--- config.mk ---
export PLATFORM = sky130hd
export DESIGN_NAME = gpio_loopback_pipe
export DESIGN_NICKNAME = d
export VERILOG_FILES = /design/src/rtl/gpio_lb_pkg.sv /design/src/rtl/gpio_lb_delay.sv /design/src/rtl/gpio_loopback_pipe.sv
export SDC_FILE = /design/constraint.sdc
export NUM_CORES = 1
export LEC_CHECK = 0
export ABC_AREA = 1
export BUFFER_PORTS_ARGS = -buffer_cell sky130_fd_sc_hd__buf_2
export CORE_MARGIN = 1.5
export CORE_UTILIZATION = 51
export DETAILED_ROUTE_END_ITERATION = 7
export GPL_TIMING_DRIVEN = 0
export PLACE_DENSITY = 0.77
export SLEW_MARGIN = 5
export SYNTH_ARGS = -nofsm -noshare
export SYNTH_HDL_FRONTEND = slang
export SYNTH_HIERARCHICAL = 1
export SYNTH_SLANG_ARGS = --single-unit
--- constraint.sdc ---
create_clock -name clk -period 1.82 [get_ports clk]
set_input_delay 0.273 -clock clk [delete_from_list [all_inputs] [get_ports clk]]
set_output_delay 0.273 -clock clk [all_outputs]
set_load 0.02 [all_outputs]
--- src/rtl/gpio_lb_pkg.sv ---
// Shared types and helpers for the GPIO loopback fixture (gpio_loopback_pipe).
package gpio_lb_pkg;

  typedef enum logic [1:0] {
    MODE_OFF   = 2'd0,
    MODE_CONT  = 2'd1,
    MODE_BURST = 2'd2,
    MODE_ONCHG = 2'd3
  } err_mode_e;

  typedef enum logic [1:0] {
    ST_IDLE  = 2'd0,
    ST_BURST = 2'd1,
    ST_ONCHG = 2'd2
  } fsm_state_e;

  // Mask that flips only the parity bit (MSB) of a word of the given width.
  function automatic logic [31:0] PARITY_MASK(input int unsigned width);
    return 32'd1 << (width - 1);
  endfunction

endpackage

--- src/rtl/gpio_lb_delay.sv ---
// Leading (LATENCY-1) stages of the loopback pipeline: plain WIDTH x DEPTH shift register.
module gpio_lb_delay #(
  parameter int WIDTH = 17,
  parameter int DEPTH = 1
) (
  input  logic             clk,
  input  logic             reset_n,
  input  logic [WIDTH-1:0] d,
  output logic [WIDTH-1:0] q
);

  logic [WIDTH-1:0] sr [DEPTH];

  // NOTE: every stage is cleared so a reset leaves no stale word in flight;
  // this array is small registers, not a RAM, so resetting it is cheap and intended.
  always_ff @(posedge clk) begin
    if (!reset_n) begin
      for (int i = 0; i < DEPTH; i++) sr[i] <= '0;
    end else begin
      sr[0] <= d;
      for (int i = 1; i < DEPTH; i++) sr[i] <= sr[i-1];
    end
  end

  assign q = sr[DEPTH-1];

endmodule

--- src/rtl/gpio_loopback_pipe.sv ---
// GPIO loopback with configurable latency and XOR fault injection (OFF/CONT/BURST/ONCHG).
// Optional saturating statistics counters are enabled by defining GPIO_LB_STATS_EN.
module gpio_loopback_pipe
  import gpio_lb_pkg::*;
#(
  parameter int WIDTH   = 17,
  parameter int LATENCY = 1,
  parameter int CNT_W   = 8,
  parameter int STAT_W  = 16
) (
  input  logic              clk,
  input  logic              reset_n,
  input  logic [WIDTH-1:0]  GPIOOUT,
  output logic [WIDTH-1:0]  GPIOIN,
  input  logic [1:0]        err_mode,
  input  logic [WIDTH-1:0]  err_mask,
  input  logic [CNT_W-1:0]  err_len,
  input  logic              err_start,
  output logic              err_busy
`ifdef GPIO_LB_STATS_EN
  ,
  output logic [STAT_W-1:0] stat_changes,
  output logic [STAT_W-1:0] stat_injected
`endif
);

  logic [WIDTH-1:0] nxt;
  logic [WIDTH-1:0] final_clean;
  logic             chg;
  logic             inj;
  err_mode_e        mode;
  fsm_state_e       state, state_nxt;
  logic [CNT_W-1:0] cnt, cnt_nxt;

  generate
    if (LATENCY > 1) begin : g_delay
      gpio_lb_delay #(
        .WIDTH (WIDTH),
        .DEPTH (LATENCY - 1)
      ) u_delay (
        .clk     (clk),
        .reset_n (reset_n),
        .d       (GPIOOUT),
        .q       (nxt)
      );
    end else begin : g_direct
      assign nxt = GPIOOUT;
    end
  endgenerate

  assign mode     = err_mode_e'(err_mode);
  // Change is judged on clean data so an injected flip never looks like a new word.
  assign chg      = (nxt != final_clean);
  assign inj      = (mode == MODE_CONT) || (state == ST_BURST) || ((state == ST_ONCHG) && chg);
  assign err_busy = (state != ST_IDLE);

  // NOTE: defaults first so every path assigns every output; no latches inferred.
  always_comb begin
    state_nxt = state;
    cnt_nxt   = cnt;
    case (state)
      ST_IDLE: begin
        if (err_start) begin
          if (mode == MODE_BURST && err_len != '0) begin
            state_nxt = ST_BURST;
            cnt_nxt   = err_len;
          end else if (mode == MODE_ONCHG) begin
            state_nxt = ST_ONCHG;
          end
        end
      end
      ST_BURST: begin
        if (cnt == CNT_W'(1)) begin
          state_nxt = ST_IDLE;
          cnt_nxt   = '0;
        end else begin
          cnt_nxt = cnt - CNT_W'(1);
        end
      end
      ST_ONCHG: begin
        if (chg) state_nxt = ST_IDLE;
      end
      default: state_nxt = ST_IDLE;
    endcase
  end

  // NOTE: sequential state uses non-blocking assignments so all registers update together.
  always_ff @(posedge clk) begin
    if (!reset_n) begin
      state       <= ST_IDLE;
      cnt         <= '0;
      final_clean <= '0;
      GPIOIN      <= '0;
    end else begin
      state       <= state_nxt;
      cnt         <= cnt_nxt;
      final_clean <= nxt;
      GPIOIN      <= nxt ^ (inj ? err_mask : '0);
    end
  end

`ifdef GPIO_LB_STATS_EN
  always_ff @(posedge clk) begin
    if (!reset_n) begin
      stat_changes  <= '0;
      stat_injected <= '0;
    end else begin
      if (chg && stat_changes != '1)  stat_changes  <= stat_changes + STAT_W'(1);
      if (inj && stat_injected != '1) stat_injected <= stat_injected + STAT_W'(1);
    end
  end
`endif

endmodule

# --- Word-level counts from Yosys, hierarchy flattened ---
# Index checks and enable logic that the tools add are counted.
classes:
  n_reduce_logical: 10
  n_addsub: 1
  n_mux: 11
  eq_ne: 12
  n_bitwise: 1
ops:
  columns: ["cell", "n"]
  rows:
  - ["2-to-1 mux 8 bit", 3]
  - ["2-to-1 mux 17 bit", 1]
  - ["!= test 17 bit", 1]
  - ["bitwise XOR 17 bit", 1]
  - ["one-hot mux 8 bit (2 select lines)", 1]
  - ["2-to-1 mux 2 bit", 5]
  - ["equality test 8 x 1 -> 1 bit (second input constant)", 1]
  - ["nonzero test 8 bit", 1]
  - ["subtractor 8 x 1 -> 8 bit (second input constant)", 1]
  - ["equality test 2 bit (second input constant)", 3]
  - ["!= test 2 bit (second input constant)", 3]
  - ["one-hot mux 2 bit (3 select lines)", 1]
  - ["equality test 2 x 1 -> 1 bit (second input constant)", 2]
  - ["AND reduction 4 bit", 1]
  - ["nonzero test 2 bit", 2]
  - ["!= test 3 bit (second input constant)", 1]
  - ["AND reduction 3 bit", 1]
  - ["logical AND 1 bit", 2]
  - ["zero test 2 bit", 1]
  - ["logical OR 1 bit", 2]
  - ["!= test 2 x 1 -> 1 bit (second input constant)", 1]
word_totals:
  ff_bits: 44
  in_bits: 47

# --- Logic depth before layout (Yosys ltp) ---
# Gate-level depths: netlist of the first run.
depth:
  ltp_word: 5
  depth_mapped: 13
  ltp_nobuf: 12

# --- Least setup slack after synthesis of the first run ---
# No wires, ideal clock.
synth_path:
  kind: "reg-to-reg"
  from: "reg state[1]"
  to: "reg cnt[2]"
  path_stages_with_launch: 10
  arrival_ns: 1.318
  required_ns: 1.703
  setup_time_ns: 0.117
  slack_ns: 0.384
  path_cell_list: "dfxtp_1 > nor2_1 > inv_1 > nor2_1 > nor2_1 > nand2_1 > inv_1 > buf_2 > o21ai_0 > nor2_1"
synth_between:
  elab_chain_cells: 3
synth_rtl:
  columns: ["element", "line_no", "text"]
  rows:
  - ["from (decl)", "gpio_loopback_pipe.sv:32", "fsm_state_e state, state_nxt;"]
  - ["from (signal assigned)", "gpio_loopback_pipe.sv:95", "state <= state_nxt;"]
  - ["zero test 2 bit or equality test 2 x 1 -> 1 bit (tied branches)", "gpio_loopback_pipe.sv:61", "case (state)"]
  - ["!= test 2 bit (no line) or nonzero test 2 bit (tied branches)", null, null]
  - ["AND reduction 3 bit (no line)", null, null]
  - ["to (signal assigned)", "gpio_loopback_pipe.sv:96", "cnt <= cnt_nxt;"]
  - ["to (decl)", "gpio_loopback_pipe.sv:33", "logic [CNT_W-1:0] cnt, cnt_nxt;"]
# Several ways; a longest one is shown, not always the timed one.
# A chain may end at the register's enable or synchronous reset.

# --- Final worst setup path of the first run ---
layout_path:
  from: "reg cnt[1]"
  to: "reg state[0]"
layout_between:
  elab_chain_cells: 3
layout_rtl:
  columns: ["element", "line_no", "text"]
  rows:
  - ["equality test 8 x 1 -> 1 bit", "gpio_loopback_pipe.sv:73", "if (cnt == CNT_W'(1)) begin"]
  - ["!= test 2 x 1 -> 1 bit (no line)", null, null]
  - ["AND reduction 4 bit (no line)", null, null]
# Every way passes these cells.

==> results of run 1 <==
[metal layers]
| layer | share of wire [%] | track usage (%) | wire [um] | vias up |
|---|---|---|---|---|
| li1 | - | - | - | 1120 |
| met1 | 48 | 27.5 | 2120 | 893 |
| met2 | 46 | 35.6 | 2020 | 52 |
| met3 | 5.4 | 5.76 | 240 | 5 |
| met4 | 0.93 | 6.25 | 41 | 0 |
| met5 | 0 | 0 | 0 | - |
[area by class of cell]
type,count,area (um^2),share of cell area [%]
multi-input cells,213,1020,38.7
well taps,50,62.6,2.37
repair buffers,63,315,11.9
inverters,53,199,7.54
clock buffers,7,96.3,3.65
plain buffers,10,62.6,2.37
flip-flops and latches,44,881,33.4
[worst register-to-register path: stages, from the launching register on]
cell and delay [ns]:
dfxtp_1 0.30, inv_1 0.10, ha_1 0.17, nand3_1 0.09, nor4_1 0.27, nor2_2 0.15
nor2_1 0.15, nand2_1 0.08, o21ai_0 0.15, nor2_1 0.05
[stage by stage]
stage | instances | instance area (um^2) | total power, W | hold slack, ns | util [%]
after global routing | 440 | 2640 | 0.00292 | 0.210 | 65.5
after global placement | 433 | 2540 | 0.00206 | 0.510 | 63.1
final | 440 | 2640 | 0.00271 | 0.220 | 65.5
after floorplan | 320 | 2160 | 0.00182 | 0.366 | -
after CTS | 440 | 2640 | 0.00274 | 0.209 | 65.5
after detailed placement | 433 | 2540 | 0.00208 | 0.511 | 63.1
[path summary, 6_finish.rpt]
path / from / to
hold reg to reg: cnt[1] / cnt[1]
setup reg to reg: cnt[1] / state[0]
hold / removal: GPIOOUT[12] / final_clean[12]
setup / recovery: cnt[1] / state[0]
[where the power goes]
group | internal, W | switching [W]
clock network | 0.000338 | 0.000309
logic | 0.000346 | 0.000574
registers | 0.00108 | 0.0000658
[cells in the final DEF, fill, tap and decap left out, types with 2 or more instances in the layout]
master,Yosys,layout
clkbuf_8,0,7
xor2_1,3,3
o21ai_0,13,13
nand3_1,21,21
ha_1,2,2
buf_2,2,65
xnor2_1,7,7
dfxtp_1,44,44
nor2_2,3,3
buf_4,2,2
o21ai_1,2,2
nand4_1,3,3
clkbuf_1,4,4
nand2_1,77,77
a22oi_1,3,3
buf_6,2,2
inv_1,52,52
a21oi_1,24,24
nand3_2,5,5
nor2_1,43,43
[logic make-up (layout without fill, tap and decap cells)]
family / Yosys count / count (layout) / share of synthesized area (%)
flops: 44 / 44 / 40.7
simple gates: 157 / 157 / 31.3
xor+xnor: 10 / 10 / 4.05
compound gates: 44 / 44 / 10.7
fa+ha+maj: 2 / 2 / 1.16
buf+inv: 63 / 133 / 12.1
[cells in the mapped netlist (all sizes together), types with 2 or more instances]
cell type  instances  share of area [%]
inv               53                9.2
buf                6                2.2
nand4              3               0.87
o21ai             15                3.5
nand3             26                7.2
ha                 2                1.2
xor2               3                1.2
a21oi             24                5.5
nor2              46                8.3
dfxtp             44                 41
a22oi              3                1.0
nand2             79                 14
clkbuf             4               0.69
xnor2              7                2.8
[flip-flops by register name (all words and copies together) (netlist names)]
signal / count
final_clean: 17
GPIOIN: 17
state: 2
cnt: 8
==> impl_metrics.json, run 1 <==
{
  "status": "finished clean",
  "grt_max_degree": 13,
  "start_kind": "flop",
  "cp-end-kind": "flop",
  "synth.net_count": 369,
  "postCtsSetupBuffers": 0,
  "antenna_cells": 0,
  "grt_pass1_wl_um": 7560,
  "syn-cell-area_um2": 2160,
  "first_pass_iters": 4,
  "die_width_um": 68.2,
  "hp-class": "input pin to flop",
  "criticalPathCategory": "flop to flop",
  "synth_ff_type": "dfxtp_1",
  "crit_buf_inv": 1,
  "critPathTopFamily": "simple AND/OR/NAND/NOR gates",
  "layout.nets": 439,
  "cts_root_buf": "clkbuf_8",
  "area_growth_pct": 21.9,
  "synth.distinct_cells": 27,
  "cts_buffers": 5,
  "clk_pin_slew_ns": 0.08,
  "grt_pass1_vias": 1791,
  "io_pins": 65,
  "ant_nets": 0,
  "fin_crit_ns": 1.62,
  "drive_above_1_share_pct": 22.6,
  "critPathMaxFanout": 7,
  "synth_edf_count": 0,
  "skew_ns": 0.00596,
  "cpPeakStageDelay_ns": 0.30,
  "initial_core_util_pct": 53.7,
  "slew_viol_final": 0,
  "setup_viol": 0,
  "grt_usage_pct": 21.5,
  "io_buffers": 63,
  "relSlewSlack_pct": 71.4,
  "powerDensity_nw_per_um2": 1030,
  "rows": 23,
  "setup_tns_ns": 0,
  "post-place-ws_ns": 0.216,
  "holdPathStages": 3,
  "crit_required_ns": 2.00,
  "finalCritPeriodShare_pct": 88.9,
  "wl_um": 4420,
  "synthArstFlopShare_pct": 0,
  "cp.depth": 9,
  "rsz0062_at_grt": "no",
  "cp_common_cell": "nor2_1",
  "clk_path_buf_depth": 2,
  "reg2reg_depth": 9,
  "ys_ff_latch": 44,
  "maxCapViolations": 0,
  "rrSetupSlack_ns": 0.20,
  "hpwlAfterDp_um": 3360,
  "yosysSeqAreaShare_pct": 40.7,
  "antenna_found_initial": 0,
  "postSynthCellCount": 320,
  "fmax_mhz": 618,
  "cts_resized": 0,
  "setup_ws_ns": 0.202,
  "clk_latency_ns": 0.29,
  "drc": 0,
  "slowest_stage": "dfxtp_1",
  "drt_iter0_drc": 69,
  "cp.arrival_ns": 1.80,
  "avgViaCountPerCell": 4.70,
  "fill_cells": 380,
  "ctsHoldBuffers": 0,
  "final_hold_viol_count": 0,
  "place_congestion": 0.906,
  "post_drt_wl_per_cell_um": 10.0,
  "syn_avg_cell_area_um2": 6.76,
  "htreeDepth": 2,
  "irDropWorstVdd_mv": 0.629,
  "cts_tree": "built",
  "die_h_um": 68.2,
  "die-area_um2": 4640,
  "core_area_um2": 4030,
  "cp_cell_sequence": "inv_1 -> ha_1 -> nand3_1 -> nor4_1 -> nor2_2 -> nor2_1 -> nand2_1 -> o21ai_0 -> nor2_1",
  "cts.sinks": 44,
  "tightest_slew_ns": 0.430,
  "overflow": 0,
  "leakage_nw": 1.45,
  "yosysWarnings": 6,
  "via_count": 2070
}
No activity file was read; power rests on OpenSTA's default activity.
==> run 2: changes to the inputs <==
--- a/config.mk
+++ b/config.mk
@@ -11,9 +11,9 @@
 export CORE_UTILIZATION = 51
 export DETAILED_ROUTE_END_ITERATION = 7
 export GPL_TIMING_DRIVEN = 0
+export HOLD_SLACK_MARGIN = 0.06
 export PLACE_DENSITY = 0.77
 export SLEW_MARGIN = 5
 export SYNTH_ARGS = -nofsm -noshare
 export SYNTH_HDL_FRONTEND = slang
-export SYNTH_HIERARCHICAL = 1
 export SYNTH_SLANG_ARGS = --single-unit
==> constraint.sdc (replaced) <==
create_clock -name clk -period 1.82 [get_ports clk]
set_input_delay 0 -clock clk [delete_from_list [all_inputs] [get_ports clk]]
set_output_delay 0 -clock clk [all_outputs]
set_load 0.02 [all_outputs]
==> impl_metrics.json, run 2 <==
{
  "status": "finished clean",
  "syn_avg_cell_area_um2": 6.76,
  "powerDensity_nw_per_um2": 916,
  "setup_viol": 0,
  "io_pins": 65,
  "final_cell_mix": "nand2_1, buf_2, inv_1, dfxtp_1, nor2_1",
  "drive_above_1_share_pct": 20.4,
  "core_area_um2": 4030,
  "die_width_um": 68.2,
  "yosysSeqAreaShare_pct": 40.7,
  "skew_ns": 0.00663,
  "setup_tns_ns": 0,
  "synthArstFlopShare_pct": 0,
  "final_common_cell": "nand2_1",
  "cp-end-kind": "flop",
  "cts_resized": 0,
  "slowest_stage": "dfxtp_1",
  "antenna_cells": 0,
  "cts.sinks": 44,
  "top_regs": "GPIOIN x17, final_clean x17, cnt x8",
  "layout.nets": 480,
  "criticalPathCategory": "flop to flop",
  "htreeDepth": 2,
  "cpPeakStageDelay_ns": 0.30,
  "clk_latency_ns": 0.29,
  "clk_path_buf_depth": 2,
  "synthTopCellsByCount": "nand2_1, inv_1, dfxtp_1, nor2_1, a21oi_1",
  "grt_max_degree": 13,
  "start_kind": "flop",
  "placed_cells": 433,
  "yosys.area.top_type": "dfxtp_1",
  "finalCritPeriodShare_pct": 88.3,
  "irDropWorstVdd_mv": 0.641,
  "yosysWarnings": 0,
  "initial_core_util_pct": 53.7,
  "clk_pin_slew_ns": 0.08,
  "wl_met3_um": 320,
  "die-area_um2": 4640,
  "antenna_found_initial": 0,
  "rsz0062_at_grt": "no",
  "cts_buffers": 5,
  "maxCapViolations": 0,
  "via_count": 2255,
  "wl_um": 5190,
  "synth.net_count": 369,
  "slew_viol_final": 0,
  "first_pass_iters": 4,
  "io_buffers": 63,
  "area_growth_pct": 40.9,
  "ys_ff_latch": 44,
  "synth_ff_type": "dfxtp_1",
  "die_h_um": 68.2,
  "hpwlAfterDp_um": 3360,
  "rows": 23,
  "grt_usage_pct": 24.7,
  "relSlewSlack_pct": 71.3,
  "cts_tree": "built",
  "final_cells": 481,
  "grt_pass1_wl_um": 8610,
  "grt_pass1_vias": 2083,
  "leakage_nw": 1.62,
  "post_drt_wl_per_cell_um": 10.8,
  "synth.top_cell.area_share_pct": 40.7,
  "topRoutingLayerUsed": "met4",
  "ant_nets": 0,
  "overflow": 0,
  "cts_root_buf": "clkbuf_8",
  "yosysMostFrequentCell": "nand2_1",
  "met2_length_um": 2520,
  "avgViaCountPerCell": 4.69,
  "synth_edf_count": 0,
  "cp_common_cell": "nor2_1",
  "critPathMaxFanout": 7,
  "synth.distinct_cells": 27,
  "syn-cell-area_um2": 2160,
  "cp_cell_sequence": "inv_1 -> ha_1 -> nand3_1 -> nor4_1 -> nor2_2 -> nor2_1 -> nand2_1 -> o21ai_0 -> nor2_1",
  "fill_cells": 327,
  "place_congestion": 0.906,
  "fmax_mhz": 622,
  "hp-class": "input pin to flop",
  "final_hold_viol_count": 0,
  "synth.area.top_cells": "dfxtp_1, nand2_1, inv_1",
  "cp.arrival_ns": 1.79,
  "drc": 0,
  "tightest_slew_ns": 0.431,
  "wl_met1_um": 2280,
  "fin_crit_ns": 1.61,
  "postSynthCellCount": 320,
  "hold_slack_ns": 0.0737,
  "crit_required_ns": 2.01,
  "drt_iter0_drc": 96
}
==> run 2: through the flow <==
| stage | setup slack [ns] | power, W | util (%) | area (um^2) |
|---|---|---|---|---|
| floorplan | 0.384 | 0.00182 | - | 2160 |
| global placement | 0.298 | 0.00206 | 63.1 | 2540 |
| detailed placement | 0.244 | 0.00208 | 63.1 | 2540 |
| CTS | 0.204 | 0.00281 | 75.7 | 3050 |
| global route | 0.00682 | 0.00300 | 75.7 | 3050 |
| finish | 0.213 | 0.00279 | 75.7 | 3050 |
==> run 2: layout make-up <==
class,instances,area [um^2],share of cell area (%)
multi-input cells,213,1020,33.5
flip-flops and latches,44,881,28.9
repair buffers,104,726,23.8
inverters,53,199,6.52
clock buffers,7,96.3,3.16
plain buffers,10,62.6,2.05
well taps,50,62.6,2.05
==> run 2: worst paths after layout <==
path | depth (start not counted) | slack, ns | endpoint | from
setup / recovery | 9 | 0.21 | state[0] | cnt[1]
setup reg to reg | 9 | 0.21 | state[0] | cnt[1]
hold / removal | 3 | 0.07 | state[1] | reset_n
hold reg to reg | 2 | 0.52 | cnt[1] | cnt[1]
==> run 2: worst max-delay path, delay by kind of cell (launching register included) <==
family / cells / cell delay [ns]
AO/OA/AOI/OAI: 1 / 0.15
buffers and inverters: 1 / 0.10
AND/OR/NAND/NOR: 6 / 0.78
adder cells (fa/ha/maj): 1 / 0.16
flip-flops: 1 / 0.30
==> run 2: routing by layer <==
metal	track usage, %	up-vias
li1	-	1204
met1	28.8	975
met2	44.3	70
met3	6.09	6
met4	7.25	0
met5	0	-
==> run 2: power by group <==
part | switching, W | leakage, nW | internal, W
logic | 0.000590 | 1.21 | 0.000403
clock network | 0.000313 | 0.0503 | 0.000338
registers | 0.0000681 | 0.366 | 0.00108
total | 0.000971 | 1.62 | 0.00182
==> run 2: logic make-up (layout without fill, tap and decap cells) <==
| logic type | after synthesis | after routing | share of synthesized area (%) |
|---|---|---|---|
| flip-flops | 44 | 44 | 40.7 |
| buffers and inverters | 63 | 174 | 12.1 |
| adder cells (fa/ha/maj) | 2 | 2 | 1.16 |
| AO/OA/AOI/OAI | 44 | 44 | 10.7 |
| AND/OR/NAND/NOR | 157 | 157 | 31.3 |
| XOR/XNOR | 10 | 10 | 4.05 |
==> run 2: what timing repair did <==
| item | in CTS | in global routing |
|---|---|---|
| hold buffers | 41 | 0 |
| buffers inserted | 0 | 0 |
| endpoints found under the hold margin | 41 | 0 |
| setup endpoints to repair | 0 | 0 |
==> run 3: changes to the inputs <==
--- a/config.mk
+++ b/config.mk
@@ -6,7 +6,8 @@
 export NUM_CORES = 1
 export LEC_CHECK = 0
 export ABC_AREA = 1
-export BUFFER_PORTS_ARGS = -buffer_cell sky130_fd_sc_hd__buf_2
+export ABC_CLOCK_PERIOD_IN_PS = 1500
+export BUFFER_PORTS_ARGS = -buffer_cell sky130_fd_sc_hd__buf_4
 export CORE_MARGIN = 1.5
 export CORE_UTILIZATION = 51
 export DETAILED_ROUTE_END_ITERATION = 7
==> constraint.sdc (replaced) <==
create_clock -name clk -period 1.5 [get_ports clk]
set_input_delay 0 -clock clk [delete_from_list [all_inputs] [get_ports clk]]
set_output_delay 0 -clock clk [all_outputs]
set_load 0.02 [all_outputs]
==> impl_metrics.json, run 3 (synthesis results as in run 2) <==
{
  "clk_latency_ns": 0.30,
  "finalCritPeriodShare_pct": 116,
  "final_cell_mix": "buf_4, nand2_1, inv_1, nor2_1, dlygate4sd3_1",
  "stdcell_area_um2": 3610,
  "holdPathStages": 3,
  "pwr-share-seq_pct": 36.0,
  "status": "finished, violations left",
  "fmax_mhz": 576,
  "fin_crit_ns": 1.74,
  "final_cells": 492,
  "final_common_cell": "buf_4",
  "htreeDepth": 2,
  "place_congestion": 0.902,
  "p_int_w": 0.00248,
  "wl_um": 7900,
  "grt_max_degree": 13,
  "r2r_end": "GPIOIN[14]",
  "power_w": 0.00399,
  "start_kind": "flop",
  "drive_above_1_share_pct": 35.5,
  "violations": "negative setup slack",
  "initial_core_util_pct": 53.7,
  "rrSetupSlack_ns": -0.24,
  "cts_root_buf": "clkbuf_8",
  "irDropWorstVdd_mv": 0.769,
  "cts_buffers": 5,
  "io_pins": 65,
  "cp.arrival_ns": 1.94,
  "setup_viol": 18,
  "core_area_um2": 4030,
  "antenna_cells": 0,
  "io_buffers": 63,
  "clk_pin_slew_ns": 0.09,
  "via_count": 2648,
  "cp-end-kind": "flop",
  "maxCapViolations": 0,
  "rows": 23,
  "ant_nets": 0,
  "setup_ws_ns": -0.237,
  "crit_path_start": "final_clean[15]",
  "drc": 0,
  "top_regs": "GPIOIN x17, final_clean x17, cnt x8",
  "leakage_nw": 1.82,
  "regArea_um2": 893,
  "dpl_cell_area_um2": 2700,
  "placed_cells": 433,
  "reg2reg_from": "final_clean[15]",
  "skew_ns": 0.00748,
  "setup_tns_ns": -3.06,
  "final_hold_viol_count": 0,
  "critPathCapture": "GPIOIN[14]",
  "area_growth_pct": 66.7,
  "layout.nets": 491,
  "overflow": 0,
  "relSlewSlack_pct": 66.8,
  "clk_path_buf_depth": 2,
  "post_drt_wl_per_cell_um": 16.1,
  "grt_pass1_vias": 2234,
  "criticalPathCategory": "flop to flop",
  "pwr-share-clk_pct": 18.3,
  "grt_pass1_wl_um": 9290,
  "swShare_pct": 37.8,
  "antenna_found_initial": 0,
  "combPwrFrac_pct": 45.8,
  "fill_cells": 202,
  "slew_viol_final": 0,
  "hpwlAfterDp_um": 3530,
  "drt_iter0_drc": 182,
  "hold_slack_ns": 0.0833,
  "grt_usage_pct": 26.6,
  "die_h_um": 68.2,
  "hp-class": "input pin to flop",
  "crit_required_ns": 1.70,
  "multiInputGateArea_um2": 1240,
  "reg2reg_depth": 12,
  "rsz0062_at_grt": "yes",
  "powerDensity_nw_per_um2": 1110,
  "die_width_um": 68.2,
  "switchingPower_w": 0.00151,
  "critPathMaxFanout": 7,
  "tightest_slew_ns": 0.497,
  "first_pass_iters": 5,
  "die-area_um2": 4640,
  "cts_tree": "built",
  "cts.sinks": 44,
  "avgViaCountPerCell": 5.38
}
## run 3: cell count changes in the layout (fill, tap and decap cells not counted), sizes merged
cell / previous run / this run
buf: 69 / 78
clkbuf: 11 / 12
clkinv: 0 / 1
dlygate4sd3: 41 / 37
dlymetal6s4s: 0 / 4
## run 3: per-stage QoR
step / utilization, % / worst slack, ns
6_report: 89.6 / -0.237
5_1_grt: 89.6 / -0.336
4_1_cts: 80.8 / 0.00692
3_5_place_dp: 67.0 / -0.0498
3_3_place_gp: 67.0 / -0.0331
2_1_floorplan: - / 0.0645
## run 3: repair_timing
item | CTS | global route
hold buffers | 41 | 0
endpoints found under the hold margin | 41 | 0
setup buffers | 4 | 8
gates resized for setup | 8 | 77
setup endpoints to repair | 19 | 26
gates cloned | 0 | 3
pin swaps | 0 | 27
## run 3: power groups by stage
stage | combinational (W) | clock (W) | sequential (W)
global placement | 0.00116 | 0 | 0.00142
floorplan | 0.000738 | 0 | 0.00147
CTS | 0.00135 | 0.000728 | 0.00140
finish | 0.00183 | 0.000730 | 0.00144
global route | 0.00195 | 0.000769 | 0.00145
detailed placement | 0.00118 | 0 | 0.00142
## run 3: metal layers
layer  global-route usage (%)  vias to the layer above  routed length [um]
met5                        0                        -                   0
met4                     9.00                        0                 355
met3                     5.59                       45                 499
met2                     50.1                      139                4000
met1                     29.1                     1233                3050
li1                         -                     1231                   -
## run 3: how the worst min path moves through the flow
stage                            from              end  slack [ns]
after global placement    GPIOOUT[13]  final_clean[13]        0.21
final                         reset_n         state[1]        0.08
after floorplan            GPIOOUT[0]   final_clean[0]        0.09
after global routing      err_mode[1]         state[1]        0.10
after detailed placement   GPIOOUT[7]   final_clean[7]        0.22
after CTS                     reset_n         state[1]        0.08
## run 3: critical path, cell delays in order, from the launching register on
cell	delay, ns
dfxtp_1	0.35
inv_1	0.06
nand2_1	0.09
nand2_1	0.08
nor2_1	0.11
nand2_2	0.08
nor2_2	0.13
nand3_1	0.09
nand2_2	0.12
nand2_8	0.11
clkbuf_16	0.19
a21oi_2	0.16
nor2_1	0.06
## run 3: layout make-up
type                    count  area share, %
clock buffers               6           2.01
inverters                  53           5.51
flip-flops and latches     44           24.8
clock inverters             1          0.139
well taps                  50           1.73
plain buffers              10           2.39
repair buffers            115           29.1
multi-input cells         213           34.4
